`config.mk`:
```
export PLATFORM = sky130hd
export DESIGN_NAME = shift_load_ctrl
export DESIGN_NICKNAME = d
export VERILOG_FILES = /design/src/rtl/shift_load_ctrl.sv
export SDC_FILE = /design/constraint.sdc
export NUM_CORES = 1
export LEC_CHECK = 0
export BUFFER_PORTS_ARGS = -buffer_cell sky130_fd_sc_hd__buf_2
export CAP_MARGIN = 20
export CELL_PAD_IN_SITES_DETAIL_PLACEMENT = 0
export CELL_PAD_IN_SITES_GLOBAL_PLACEMENT = 1
export CORE_MARGIN = 1.5
export CORE_UTILIZATION = 40
export CTS_CLUSTER_SIZE = 8
export DETAILED_ROUTE_END_ITERATION = 6
export GPL_ROUTABILITY_DRIVEN = 0
export PLACE_DENSITY_LB_ADDON = 0.1
export SLEW_MARGIN = 20
export SYNTH_ARGS = -nofsm -noshare
export SYNTH_HDL_FRONTEND = slang
export SYNTH_SLANG_ARGS = --single-unit
```
`constraint.sdc`:
```
create_clock -name clk -period 2.2 [get_ports clk]
set_clock_uncertainty 0.2 [all_clocks]
set_input_delay 0.44 -clock clk [delete_from_list [all_inputs] [get_ports clk]]
set_output_delay 0.44 -clock clk [all_outputs]
set_load 0.05 [all_outputs]
```
`src/rtl/shift_load_ctrl.sv`:
```
// Sequencer that serially loads a parallel word into an external bidirectional shift register.
// Optional feature macro: SHIFT_CTRL_SHADOW_EN adds shadow_q, an internal model of the register contents.
module shift_load_ctrl #(
  parameter int WIDTH = 8
) (
  input  logic             clk,
  input  logic             rst_n,
  input  logic             in_valid,
  output logic             in_ready,
  input  logic [WIDTH-1:0] in_data,
  input  logic             in_dir,
  output logic             shift_left,
  output logic             shift_right,
  output logic             serial_in,
  output logic             busy,
  output logic             done
`ifdef SHIFT_CTRL_SHADOW_EN
  ,
  output logic [WIDTH-1:0] shadow_q
`endif
);

  localparam int CW = (WIDTH > 2) ? $clog2(WIDTH) : 1;
  localparam logic [CW-1:0] LAST = CW'(WIDTH - 1);

  typedef enum logic [1:0] {
    IDLE  = 2'd0,
    SHIFT = 2'd1,
    DONE  = 2'd2
  } state_t;

  state_t           state_reg, state_next;
  logic [CW-1:0]    cnt_reg, cnt_next;
  logic [WIDTH-1:0] data_reg, data_next;
  logic             dir_reg, dir_next;
  logic             shift_left_reg, shift_left_next;
  logic             shift_right_reg, shift_right_next;
  logic             serial_in_reg, serial_in_next;
  logic             done_reg, done_next;

  always_ff @(posedge clk) begin
    if (!rst_n) begin
      state_reg       <= IDLE;
      cnt_reg         <= '0;
      data_reg        <= '0;
      dir_reg         <= 1'b0;
      shift_left_reg  <= 1'b0;
      shift_right_reg <= 1'b0;
      serial_in_reg   <= 1'b0;
      done_reg        <= 1'b0;
    end else begin
      state_reg       <= state_next;
      cnt_reg         <= cnt_next;
      data_reg        <= data_next;
      dir_reg         <= dir_next;
      shift_left_reg  <= shift_left_next;
      shift_right_reg <= shift_right_next;
      serial_in_reg   <= serial_in_next;
      done_reg        <= done_next;
    end
  end

  // The latched word is consumed as it is sent: the next bit to emit always
  // sits at the MSB (left loads) or LSB (right loads) of data_reg.
  always_comb begin
    state_next       = state_reg;
    cnt_next         = cnt_reg;
    data_next        = data_reg;
    dir_next         = dir_reg;
    shift_left_next  = 1'b0;
    shift_right_next = 1'b0;
    serial_in_next   = 1'b0;
    done_next        = 1'b0;

    case (state_reg)
      IDLE: begin
        if (in_valid) begin
          state_next       = SHIFT;
          cnt_next         = '0;
          dir_next         = in_dir;
          shift_left_next  = ~in_dir;
          shift_right_next = in_dir;
          if (in_dir) begin
            serial_in_next = in_data[0];
            data_next      = {1'b0, in_data[WIDTH-1:1]};
          end else begin
            serial_in_next = in_data[WIDTH-1];
            data_next      = {in_data[WIDTH-2:0], 1'b0};
          end
        end
      end

      SHIFT: begin
        if (cnt_reg == LAST) begin
          state_next = DONE;
          done_next  = 1'b1;
        end else begin
          cnt_next         = cnt_reg + 1'b1;
          shift_left_next  = ~dir_reg;
          shift_right_next = dir_reg;
          if (dir_reg) begin
            serial_in_next = data_reg[0];
            data_next      = {1'b0, data_reg[WIDTH-1:1]};
          end else begin
            serial_in_next = data_reg[WIDTH-1];
            data_next      = {data_reg[WIDTH-2:0], 1'b0};
          end
        end
      end

      DONE: begin
        state_next = IDLE;
      end

      default: begin
        state_next = IDLE;
      end
    endcase
  end

  assign in_ready    = (state_reg == IDLE);
  assign busy        = (state_reg == SHIFT) || (state_reg == DONE);
  assign shift_left  = shift_left_reg;
  assign shift_right = shift_right_reg;
  assign serial_in   = serial_in_reg;
  assign done        = done_reg;

`ifdef SHIFT_CTRL_SHADOW_EN
  logic [WIDTH-1:0] shadow_reg;

  // Tracks the external register edge for edge from the same registered controls.
  always_ff @(posedge clk) begin
    if (!rst_n) begin
      shadow_reg <= '0;
    end else if (shift_left_reg) begin
      shadow_reg <= {shadow_reg[WIDTH-2:0], serial_in_reg};
    end else if (shift_right_reg) begin
      shadow_reg <= {serial_in_reg, shadow_reg[WIDTH-1:1]};
    end
  end

  assign shadow_q = shadow_reg;
`endif

endmodule

```
======== After elaboration in Yosys (flattened, before gate mapping) ========
Index checks and enable logic that the tools add are counted.
cells by class
  multiplexer cells ....................... 23
  add/sub/neg operators ................... 1
  equal/unequal tests ..................... 6
  bitwise logic cells ..................... 2
  reduce and logical (&&, ||, !) cells .... 7
operator list
  operator             count
  $mux 8               4
  $pmux 8 s2           1
  $mux 1               9
  $mux 3               2
  $ne 2x2->1 const B   3
  $pmux 1 s2           3
  $pmux 3 s2           1
  $reduce_and 2->1     3
  $mux 2               2
  $pmux 2 s2           1
  $add 3x1->3 const B  1
  $eq 3x3->1 const B   1
  $reduce_and 3->1     1
  $eq 2x1->1 const B   1
  $eq 2x2->1 const B   1
  $logic_not 2->1      1
  $not 1->1            2
  $reduce_bool 2->1    1
  $logic_or 1x1->1     1
word-level totals
  bits in registers ....................... 18
  output and inout bits ................... 6
  logic and storage cells ................. 47
  input port bits ......................... 12

======== Logic depth before layout (Yosys ltp) ========
  depth in word-level cells ............... 3
  gate-level depth with buffers ........... 7
  depth with buffers taken out ............ 5

======== Worst setup path after synthesis ========
OpenSTA, ideal clock, no wires.
  kind .................................... register -> register
  from .................................... register state_reg[1]
  to ...................................... register data_reg[0]
  data required time ...................... 1.909 ns
  path buffers ............................ 0
  stages on the path, launching flop included .. 6
  setup time .............................. 0.091 ns
  clock period less this slack ............ 1.931 ns
  slack ................................... 0.269 ns
  data arrival time ....................... 1.640 ns
  cells stage by stage .................... dfxtp_1 inv_1 ha_1 mux2i_1 nor2_4 a311oi_1
on the way
  word-level cells in the longest chain between the ends .. 3
  elaborated cells on any way between the ends .. 7
  those cells by class .................... eq/ne: 3; mux: 1; reduce/logical: 3
ends and longest elaborated chain
  item                                                                     RTL line  source
  start, declared                                                          32        state_t state_reg, state_next;
  start signal, assigned                                                   52        state_reg <= state_next;
  $logic_not 2->1 *                                                        -
  named net in_ready                                                       9         output logic in_ready,
  $ne 2x2->1 (no source line) / $reduce_bool 2->1 (equally long branches)  -
  $reduce_and 3->1 (no source line)                                        -
  end signal, assigned                                                     54        data_reg <= data_next;
  end, declared                                                            34        logic [WIDTH-1:0] data_reg, data_next;
Mark *: on every way through the listed nets, which the timed path passes. The rest lies on a longest branch.
A chain may end at the register's enable or synchronous reset.

======== Worst setup path in the final report ========
  from .................................... register state_reg[1]
  to ...................................... output in_ready
on the way
  word-level cells in the longest chain between the ends .. 1
ends and longest elaborated chain
  item             RTL line  source
  $logic_not 2->1  121       assign in_ready = (state_reg == IDLE);
  end, declared    9
No other way between the ends.

==> flow_summary.toml <==
[run_status]
outcome = "finished clean"

[synth]
synth-main-ff-cell = "dfxtp_1"
ys.warnings.count = 0
netlist_top_cells_area = "dfxtp_1 36%, mux2i_1 15%, mux2_2 6.8%, ha_1 5.0%, a21oi_1 4.5%"
synth_seq_cells = 18
synth_area_leader_cell = "dfxtp_1"
syn-num-nets = 123
synth_top_area_share_pct = 36.1
seq_area_frac_synth_pct = 36.1
async_flop_share_pct = 0
synth_edf_count = 0
synth_cell_type_count = 27
synth.most_common_cell = "dfxtp_1"
syn-cell-area_um2 = 997
syn_inst = 107
synthTopCellsByCount = "18 x dfxtp_1, 15 x mux2i_1, 10 x nand2_1"
avgSynthCellArea_um2 = 9.32

[sta]
hold_viol = 0
slew_viol_final = 0
slew_headroom_pct = 62.3
finalSetupTns_ns = 0
max_clock_freq_ghz = 0.499
setup_viol = 0
worst_pin_slew_ns = 0.566
rsz0062_at_grt = "false"
fin_crit_ns = 2.00
post-route-period-util_pct = 91.1
fin_ws_ns = 0.196

[route]
detail_route.iter0.violations = 16
routed_wl_um = 2020
num_vias = 808
via_per_inst = 5.35
wire_per_inst_um = 13.4
antenna_left = 0
drt_first_pass_iters = 4
post-route-drc-count = 0

[power]
p_leak_nw = 0.453
peakVddDrop_mv = 0.354
p_comb_share_pct = 23.9
p_int_w = 0.000526
pwr-share-clk_pct = 27.3
p_sw_share_pct = 30.6
powerDensity_nw_per_um2 = 682
switching_power_w = 0.000232
power_frac_seq_pct = 48.8

[grt]
grt_overflow = 0
grt_antenna_before_repair = 0
grt_start_max_net_pins = 18
grt_use_total_pct = 16.7
grt_pass1_wl_um = 3370
grt_pass1_vias = 764

[die]
die_area_um2 = 2800
die_y_um = 52.9
num_rows = 17
core_um2 = 2280
die_w_um = 52.9
ios = 18
initial_utilization_pct = 43.8

[cts]
root_buffer = "clkbuf_4"
cts_htree_levels = 1
ctsResizeCount = 0
cts_setup_buffers = 0
cts.sinks = 18
clk_latency_ns = 0.30
cts_buffers = 3
path_clk_slew_ns = 0.10
hold_buffers = 0
cts_tree = "built"
clock_path_buffers = 2

[setup_path]
reg2reg_to = "cnt_reg[0]$_SDFFE_PN0P_"
reg2regPathDepth = 5
worstPathArrival_ns = 1.36
crit_path_end = "in_ready"
startpoint = "state_reg[1]$_SDFFE_PN0P_"
end_kind = "output pin"
crit_type = "flop to output pin"
cp_max_fo = 8
critPathBufInv = 2
worstSetupStartpointType = "flop"
r2r_start = "state_reg[1]$_SDFFE_PN0P_"
critPathMaxStageDelay_ns = 0.33
path_cells = "inv_1 -> ha_1 -> buf_2"
cpLargestDelayFamily = "buffers and inverters"
crit_cells = 3
slowest_stage = "dfxtp_1"
cp_data_required_time_ns = 1.56
ff2ff_setup_slack_ns = 0.26

[layout]
n_fill_cell = 218
antenna_cells = 0
largest_reg_flops = 8
nets = 140
drive_gt1_share_pct = 24.4
syn2layout_area_growth_pct = 11.4

[placed_design]
hpwl_um = 1520
place_ws_ns = 0.290
port-buffer-count = 17

[job]
maxCapViolCount = 0

[worst_hold_path]
min_from = "in_data[1]"
hold_path.class = "input port to flop"
[worst reg2reg max path, delay by kind of cell (launching register included)]
family,cells,cell delay (ns)
flip-flops,1,0.33
AO/OA/AOI/OAI,1,0.15
adder cells (fa/ha/maj),1,0.51
buffers and inverters,1,0.07
AND/OR/NAND/NOR,2,0.61
[metrics by stage]
stage | util, % | instances | hold slack, ns | total power [W] | area [um2]
final | 48.8 | 151 | 0.232 | 0.000758 | 1110
after global routing | 48.8 | 151 | 0.247 | 0.000792 | 1110
after CTS | 48.8 | 151 | 0.230 | 0.000763 | 1110
after detailed placement | 47.2 | 147 | 0.280 | 0.000559 | 1070
after global placement | 47.2 | 147 | 0.251 | 0.000558 | 1070
after floorplan | - | 107 | 0.237 | 0.000524 | 997
[how the worst min path moves through the flow]
| stage | slack, ns | depth (start not counted) | endpoint |
|---|---|---|---|
| after CTS | 0.23 | 3 | data_reg[0]$_SDFFE_PN0P_ |
| after floorplan | 0.24 | 2 | state_reg[1]$_SDFFE_PN0P_ |
| after global placement | 0.25 | 2 | state_reg[1]$_SDFFE_PN0P_ |
| after global routing | 0.25 | 3 | data_reg[0]$_SDFFE_PN0P_ |
| after detailed placement | 0.28 | 2 | cnt_reg[2]$_SDFFE_PN0P_ |
| final | 0.23 | 3 | data_reg[0]$_SDFFE_PN0P_ |
[layer usage]
layer	routed length (um)	track usage, %	vias up
met5	0	0	-
met4	17	5.13	0
met3	72	5.08	2
met2	895	27.1	13
met1	1040	21.0	375
li1	-	-	418
[power by group through the flow]
stage / Combinational, W / Clock (W) / Sequential (W)
2_1_floorplan: 0.000141 / 0 / 0.000383
3_3_place_gp: 0.000181 / 0 / 0.000378
3_5_place_dp: 0.000182 / 0 / 0.000377
4_1_cts: 0.000182 / 0.000211 / 0.000370
5_1_grt: 0.000198 / 0.000221 / 0.000373
6_report: 0.000181 / 0.000207 / 0.000370
[placed cells by master (no fill, tap or decap)]
cell	netlist	layout
dfxtp_1	18	18
a311oi_1	1	1
nor2_4	1	1
a21oi_1	9	9
nand2b_1	2	2
nor2b_1	2	2
inv_1	3	3
a32oi_1	1	1
o22a_1	2	2
buf_2	1	17
clkbuf_4	0	3
nand3b_1	1	1
nor2_1	6	6
nand3_1	4	4
mux2_2	6	6
nand2_1	10	10
o22ai_1	6	6
mux2_4	1	1
mux2i_1	15	15
clkinv_1	1	1
nand3_2	1	1
or3_1	1	1
ha_1	4	4
a211oi_1	1	1
clkbuf_8	0	1
o21ai_0	5	5
and2_1	1	1
[layout make-up]
class	count	area, um2	area share (%)
timing repair buffer	17	85.1	7.66
multi-input combinational	80	579	52.1
tap	28	35.0	3.15
sequential	18	360	32.4
inverter	4	15.0	1.35
clock buffer	4	36.3	3.27
[cells by family after synthesis]
| family | share of synthesized area [%] |
|---|---|
| AND/OR/NAND/NOR | 14.7 |
| multiplexers | 23.3 |
| buffers and inverters | 5.77 |
| adder cells (fa/ha/maj) | 5.02 |
| flip-flops | 36.1 |
| AO/OA/AOI/OAI | 15.1 |
Power figures use the tool's default switching activity.
